## src/rtl/fmps_pkg.sv

```systemverilog
// Shared definitions for the FMPS cell-controller link (transmit and receive sides).
package fmps_pkg;

  localparam logic [7:0] MAGIC_DEFAULT = 8'hF5;

  localparam logic [1:0] ST_SENT      = 2'd0;
  localparam logic [1:0] ST_INHIBITED = 2'd1;
  localparam logic [1:0] ST_OVERRUN   = 2'd2;
  localparam logic [1:0] ST_STALL     = 2'd3;

  localparam int HDR_MAGIC_LSB = 24;
  localparam int HDR_MAGIC_W   = 8;
  localparam int HDR_SEQ_LSB   = 16;
  localparam int HDR_SEQ_W     = 8;
  localparam int HDR_EN_BIT    = 15;
  localparam int HDR_IDX_MAX_W = 15;

  localparam int PKT_WORDS = 3;

endpackage

```

## src/rtl/fmps_write_link.sv

```systemverilog
// FMPS link transmitter: one 3-word AXI-Stream packet (header, data, check) per
// fast-acquisition strobe, plus per-strobe outcome reporting.
module fmps_write_link
  import fmps_pkg::*;
#(
  parameter int         INDEX_WIDTH  = 5,
  parameter logic [7:0] MAGIC        = MAGIC_DEFAULT,
  parameter int         STALL_CYCLES = 255,
  parameter string      dbg          = "false"
) (
  input  logic                   auClk,
  input  logic                   auReset,
  input  logic                   auFAstrobe,
  input  logic                   inhibit,
  input  logic [INDEX_WIDTH-1:0] fmpsIndex,
  input  logic                   fmpsEnabled,
  input  logic [31:0]            fmpsData,
  output logic                   TVALID,
  input  logic                   TREADY,
  output logic                   TLAST,
  output logic [31:0]            TDATA,
  output logic                   statusStrobe,
  output logic [1:0]             statusCode,
  output logic [7:0]             seqno,
  output logic [15:0]            packetCount
);

  localparam logic [1:0] S_IDLE = 2'd0;
  localparam logic [1:0] S_HDR  = 2'd1;
  localparam logic [1:0] S_DAT  = 2'd2;
  localparam logic [1:0] S_CHK  = 2'd3;

  localparam logic [15:0] STALL_LIM = 16'(STALL_CYCLES);

  (* mark_debug = dbg *) logic [1:0]  state_q;
  logic [1:0]  state_d;
  logic [31:0] hdr_q, hdr_d;
  logic [31:0] dat_q, dat_d;
  logic [7:0]  seqno_q, seqno_d;
  logic [15:0] pkt_q, pkt_d;
  (* mark_debug = dbg *) logic [15:0] stall_q;
  logic [15:0] stall_d;
  logic        sts_stb_q, sts_stb_d;
  logic [1:0]  sts_code_q, sts_code_d;

  logic        busy, hs, last_hs, accept, overrun, stalling, stall_hit;
  logic [7:0]  seq_next;
  logic [31:0] chk_word;

  function automatic logic [31:0] make_hdr(input logic [7:0] seq, input logic en,
                                           input logic [INDEX_WIDTH-1:0] idx);
    logic [31:0] h;
    h = '0;
    h[HDR_MAGIC_LSB +: HDR_MAGIC_W] = MAGIC;
    h[HDR_SEQ_LSB +: HDR_SEQ_W]     = seq;
    h[HDR_EN_BIT]                   = en;
    h[INDEX_WIDTH-1:0]              = idx;
    return h;
  endfunction

  assign busy      = (state_q != S_IDLE);
  assign hs        = busy & TREADY;
  assign last_hs   = (state_q == S_CHK) & TREADY;
  // A strobe landing on the final handshake starts the next packet with no gap.
  assign accept    = auFAstrobe & (~busy | last_hs);
  assign overrun   = auFAstrobe & busy & ~last_hs;
  assign stalling  = busy & ~TREADY;
  assign stall_hit = stalling & (stall_q == STALL_LIM - 16'd1);
  assign seq_next  = last_hs ? seqno_q + 8'd1 : seqno_q;
  assign chk_word  = ~(hdr_q ^ dat_q);

  always_comb begin
    state_d    = state_q;
    hdr_d      = hdr_q;
    dat_d      = dat_q;
    seqno_d    = seq_next;
    pkt_d      = last_hs ? pkt_q + 16'd1 : pkt_q;
    stall_d    = stall_q;
    sts_stb_d  = 1'b0;
    sts_code_d = sts_code_q;

    case (state_q)
      S_HDR:   if (TREADY) state_d = S_DAT;
      S_DAT:   if (TREADY) state_d = S_CHK;
      S_CHK:   if (TREADY) state_d = S_IDLE;
      default: state_d = S_IDLE;
    endcase

    if (accept && !inhibit) begin
      state_d = S_HDR;
      hdr_d   = make_hdr(seq_next, fmpsEnabled, fmpsIndex);
      dat_d   = fmpsData;
    end

    // Saturating count means the threshold is crossed only once per stall run.
    if (!busy || hs)
      stall_d = '0;
    else if (stall_q != STALL_LIM)
      stall_d = stall_q + 16'd1;

    if (overrun) begin
      sts_stb_d  = 1'b1;
      sts_code_d = ST_OVERRUN;
    end else if (last_hs) begin
      sts_stb_d  = 1'b1;
      sts_code_d = ST_SENT;
    end else if (stall_hit) begin
      sts_stb_d  = 1'b1;
      sts_code_d = ST_STALL;
    end else if (accept && inhibit) begin
      sts_stb_d  = 1'b1;
      sts_code_d = ST_INHIBITED;
    end
  end

  always_ff @(posedge auClk or posedge auReset) begin
    if (auReset) begin
      state_q    <= S_IDLE;
      hdr_q      <= '0;
      dat_q      <= '0;
      seqno_q    <= '0;
      pkt_q      <= '0;
      stall_q    <= '0;
      sts_stb_q  <= 1'b0;
      sts_code_q <= '0;
    end else begin
      state_q    <= state_d;
      hdr_q      <= hdr_d;
      dat_q      <= dat_d;
      seqno_q    <= seqno_d;
      pkt_q      <= pkt_d;
      stall_q    <= stall_d;
      sts_stb_q  <= sts_stb_d;
      sts_code_q <= sts_code_d;
    end
  end

  always_comb begin
    case (state_q)
      S_HDR:   TDATA = hdr_q;
      S_DAT:   TDATA = dat_q;
      S_CHK:   TDATA = chk_word;
      default: TDATA = '0;
    endcase
  end

  assign TVALID       = busy;
  assign TLAST        = (state_q == S_CHK);
  assign statusStrobe = sts_stb_q;
  assign statusCode   = sts_code_q;
  assign seqno        = seqno_q;
  assign packetCount  = pkt_q;

endmodule

```

## config.mk

```make
export PLATFORM = sky130hd
export DESIGN_NAME = fmps_write_link
export DESIGN_NICKNAME = d
export VERILOG_FILES = /design/src/rtl/fmps_pkg.sv /design/src/rtl/fmps_write_link.sv
export SDC_FILE = /design/constraint.sdc
export NUM_CORES = 1
export LEC_CHECK = 0
export ABC_AREA = 1
export BUFFER_PORTS_ARGS = -buffer_cell sky130_fd_sc_hd__buf_2
export CAP_MARGIN = 20
export CORE_AREA = 8 8 105 107
export DETAILED_ROUTE_END_ITERATION = 7
export DIE_AREA = 0 0 113 115
export PLACE_DENSITY = 0.86
export SETUP_SLACK_MARGIN = 0.1
export SLEW_MARGIN = 30
export SYNTH_ARGS = -nofsm -noshare
export SYNTH_HDL_FRONTEND = slang
export SYNTH_SLANG_ARGS = --single-unit
```

## constraint.sdc

```tcl
create_clock -name auClk -period 4.65 [get_ports auClk]
set_input_delay 0.2325 -clock auClk [delete_from_list [all_inputs] [get_ports auClk]]
set_output_delay 0.2325 -clock auClk [all_outputs]
set_load 0.005 [all_outputs]
```

==> results.py <==
metrics = {
    "status": {
        "status": "finished clean",
    },
    "floorplan": {
        "dieWidth_um": 113,
        "initial_core_util": 0.5225,
        "die_height_um": 115,
        "pin_count": 104,
        "rows": 36,
        "core_area_mm2": 0.009459,
        "die_area_mm2": 0.01300,
    },
    "pwr": {
        "powerDensity_mw_per_mm2": 528.2,
        "power_mw": 3.004,
        "ir_drop_mv": 0.2958,
        "p_leak_nw": 2.904,
    },
    "finish": {
        "stdcell_area_mm2": 0.005688,
        "area_growth_pct": 15.09,
        "drive_above_1_share": 0.1863,
        "nets": 805,
        "fillers": 823,
    },
    "synthesis": {
        "synthTopCellsByCount": "nand2_1 (263), dfrtp_1 (92), inv_1 (62)",
        "async_flop_share": 1.000,
        "synthCells": 659,
        "syn_area_per_cell_um2": 7.500,
        "yosys-top-cells-area": "dfrtp_1 (47%), nand2_1 (20%), inv_1 (4.7%)",
        "yosysMostFrequentCell": "nand2_1",
        "yosys.area.top_type": "dfrtp_1",
        "ys_types": 30,
        "ys.flop_type": "dfrtp_1",
        "synth_top_area_frac": 0.4658,
        "syn_nets": 711,
        "synth_area_mm2": 0.004942,
        "yosysSeqAreaShare": 0.4658,
        "synth_edf_count": 0,
        "yosysWarnings": 0,
        "synth-seq-cells": 92,
    },
    "clocking": {
        "ctsResizeCount": 0,
        "tritoncts": "built",
        "numClockSinks": 92,
        "htree_levels": 3,
        "clk_pin_slew_ns": 0.08,
        "cts_buffer_depth": 2,
        "clk_latency_ns": 0.36,
        "cts.root.buffer_cell": "clkbuf_8",
        "cts_buffers": 9,
        "cts_setup_buffers": 0,
    },
    "worst_setup_path": {
        "worst-setup-path-type": "register to register",
        "timing.rr.end": "state_q[0]",
        "arrival_ns": 3.49,
        "critPathLaunchType": "register",
        "critPathTopFamily": "buffers and inverters",
        "cp_cell_sequence": "inv_1 -> ha_1 -> inv_2 -> nand2_1 -> nand3b_2 -> clkinv_2 -> o21ai_0 -> o21ai_0",
        "r2r_cells": 8,
        "endpoint_kind": "register",
        "critical_path_buf_inv_count": 3,
        "worstPathRequired_ns": 4.89,
        "crit_fanout": 68,
        "cp_common_cell": "o21ai_0",
        "crit_path_max_incr_delay_ns": 0.79,
        "rrSetupSlack_ns": 1.40,
        "worstReg2RegStart": "state_q[0]",
        "cp_slowest_cell": "clkinv_2",
    },
    "global_route": {
        "grt_overflow": 0,
        "grt_pass1_vias": 4650,
        "grt_pass1_wl_um": 20780,
        "antenna_found_initial": 1,
        "grt_max_degree": 69,
        "grt_usage": 0.1954,
    },
    "routing": {
        "drc": 0,
        "vias": 4648,
        "ant_nets": 0,
        "totalWireLength_um": 12370,
        "wl_per_cell_um": 14.18,
        "post_drt_via_cell_ratio": 5.330,
        "drt_iter0_markers": 302,
        "drt_first_pass_iters": 6,
    },
    "sta": {
        "finalHoldViolCount": 0,
        "rsz0062_at_grt": "false",
        "fin_tns_setup_ns": 0,
        "finalCriticalPeriod_ns": 3.255,
        "min_period_over_period": 0.7000,
        "drv_slew": 0,
        "whs_ns": 0.05696,
        "max_freq_ghz": 0.3072,
        "worst_pin_slew_ns": 0.8564,
        "relSlewSlack": 0.4291,
        "fin_skew_ns": 0.007535,
        "setup_viol": 0,
    },
    "min_path": {
        "min_path_cells": 3,
        "worstHoldPathType": "input pin to register",
        "hp-start": "fmpsData[30]",
        "whs_endpoint": "dat_q[30]",
    },
    "run": {
        "cap_violations": 0,
    },
    "place": {
        "hpwl_um": 8921,
        "place_congestion": 0.8672,
        "port_buffers": 103,
        "placed_cell_area_mm2": 0.005505,
    },
}
==> state kept, by name (all words and copies together) (netlist names) <==
| signal | count |
|---|---|
| dat_q | 32 |
| packetCount | 16 |
| stall_q | 16 |
| hdr_q | 15 |
| seqno | 8 |
| state_q | 2 |
| statusCode | 2 |
| statusStrobe | 1 |
==> repair_timing <==
item                                   4_1_cts  5_1_grt
setup endpoints to repair                    0        0
hold buffers                                 1        0
endpoints found under the hold margin       60        0
==> metal layers <==
metal  routed length, um  GRT usage  up-vias
met2                5719     0.3210      161
met5                   0          0        -
met3                 719    0.03099       23
met4                 345     0.1092        0
met1                5584     0.2423     2205
li1                    -          -     2259
==> per-stage QoR <==
stage                     setup slack [ns]    util  std cells
after floorplan                      2.026       -        659
after global placement               1.479  0.5813        855
after detailed placement             1.298  0.5820        855
after CTS                            1.279  0.6009        871
after global routing                 1.041  0.6013        872
final                                1.395  0.6013        872
==> worst register-to-register path, cell delays in order, from the launching register on <==
cell and delay [ns]:
dfrtp_1 0.40, inv_1 0.11, ha_1 0.50, inv_2 0.19, nand2_1 0.10, nand3b_2 0.51
clkinv_2 0.80, o21ai_0 0.40, o21ai_0 0.13
==> cell type report <==
class | instances | area [um^2] | share of cell area
Sequential cell | 92 | 2302 | 0.4048
Multi-Input combinational cell | 480 | 2285 | 0.4017
Timing Repair Buffer | 106 | 540.5 | 0.09503
Inverter | 64 | 246.5 | 0.04333
Clock buffer | 13 | 158.9 | 0.02794
Tap cell | 114 | 142.6 | 0.02508
Clock inverter | 2 | 10.01 | 0.001760
Antenna cell | 1 | 2.502 | 0.0004399
==> kinds of logic after synthesis <==
group,count (synthesis),synth area share
adders and majority gates,9,0.02279
DFF,92,0.4658
xor gates and xnor gates,18,0.03190
AOI/OAI and AO/OA,69,0.07620
buffers and inverters,87,0.07240
and+or+nand+nor,384,0.3309
==> report_power, final <==
group	switching (mW)	leakage [nW]	total [mW]	internal, mW
Sequential	0.215	1.16	1.27	1.05
Clock	0.270	0.0893	0.489	0.220
Combinational	0.758	1.65	1.25	0.487
Total	1.24	2.90	3.00	1.76
==> how the worst max path moves through the flow <==
stage,from,endpoint,slack [ns],depth (start not counted)
floorplan,auReset,dat_q[0],2.03,1
global route,state_q[1],state_q[0],1.04,8
CTS,state_q[0],hdr_q[20],1.28,8
detailed placement,state_q[0],hdr_q[20],1.30,8
global placement,state_q[0],state_q[0],1.48,8
finish,state_q[0],state_q[0],1.40,8
==> cell usage in the layout, fill, tap and decap left out, types with 5 or more instances in the layout <==
cell,n
dfrtp_1,92
nand3b_1,5
nor3_1,6
ha_1,8
xor2_1,9
o21ai_0,41
nor2_1,41
clkbuf_8,11
nand4_1,8
or2_2,9
nand2_1,263
nand3_1,38
a31oi_1,21
buf_2,103
inv_1,61
xnor2_1,9
Note: power is estimated with default switching activity, not from simulation.
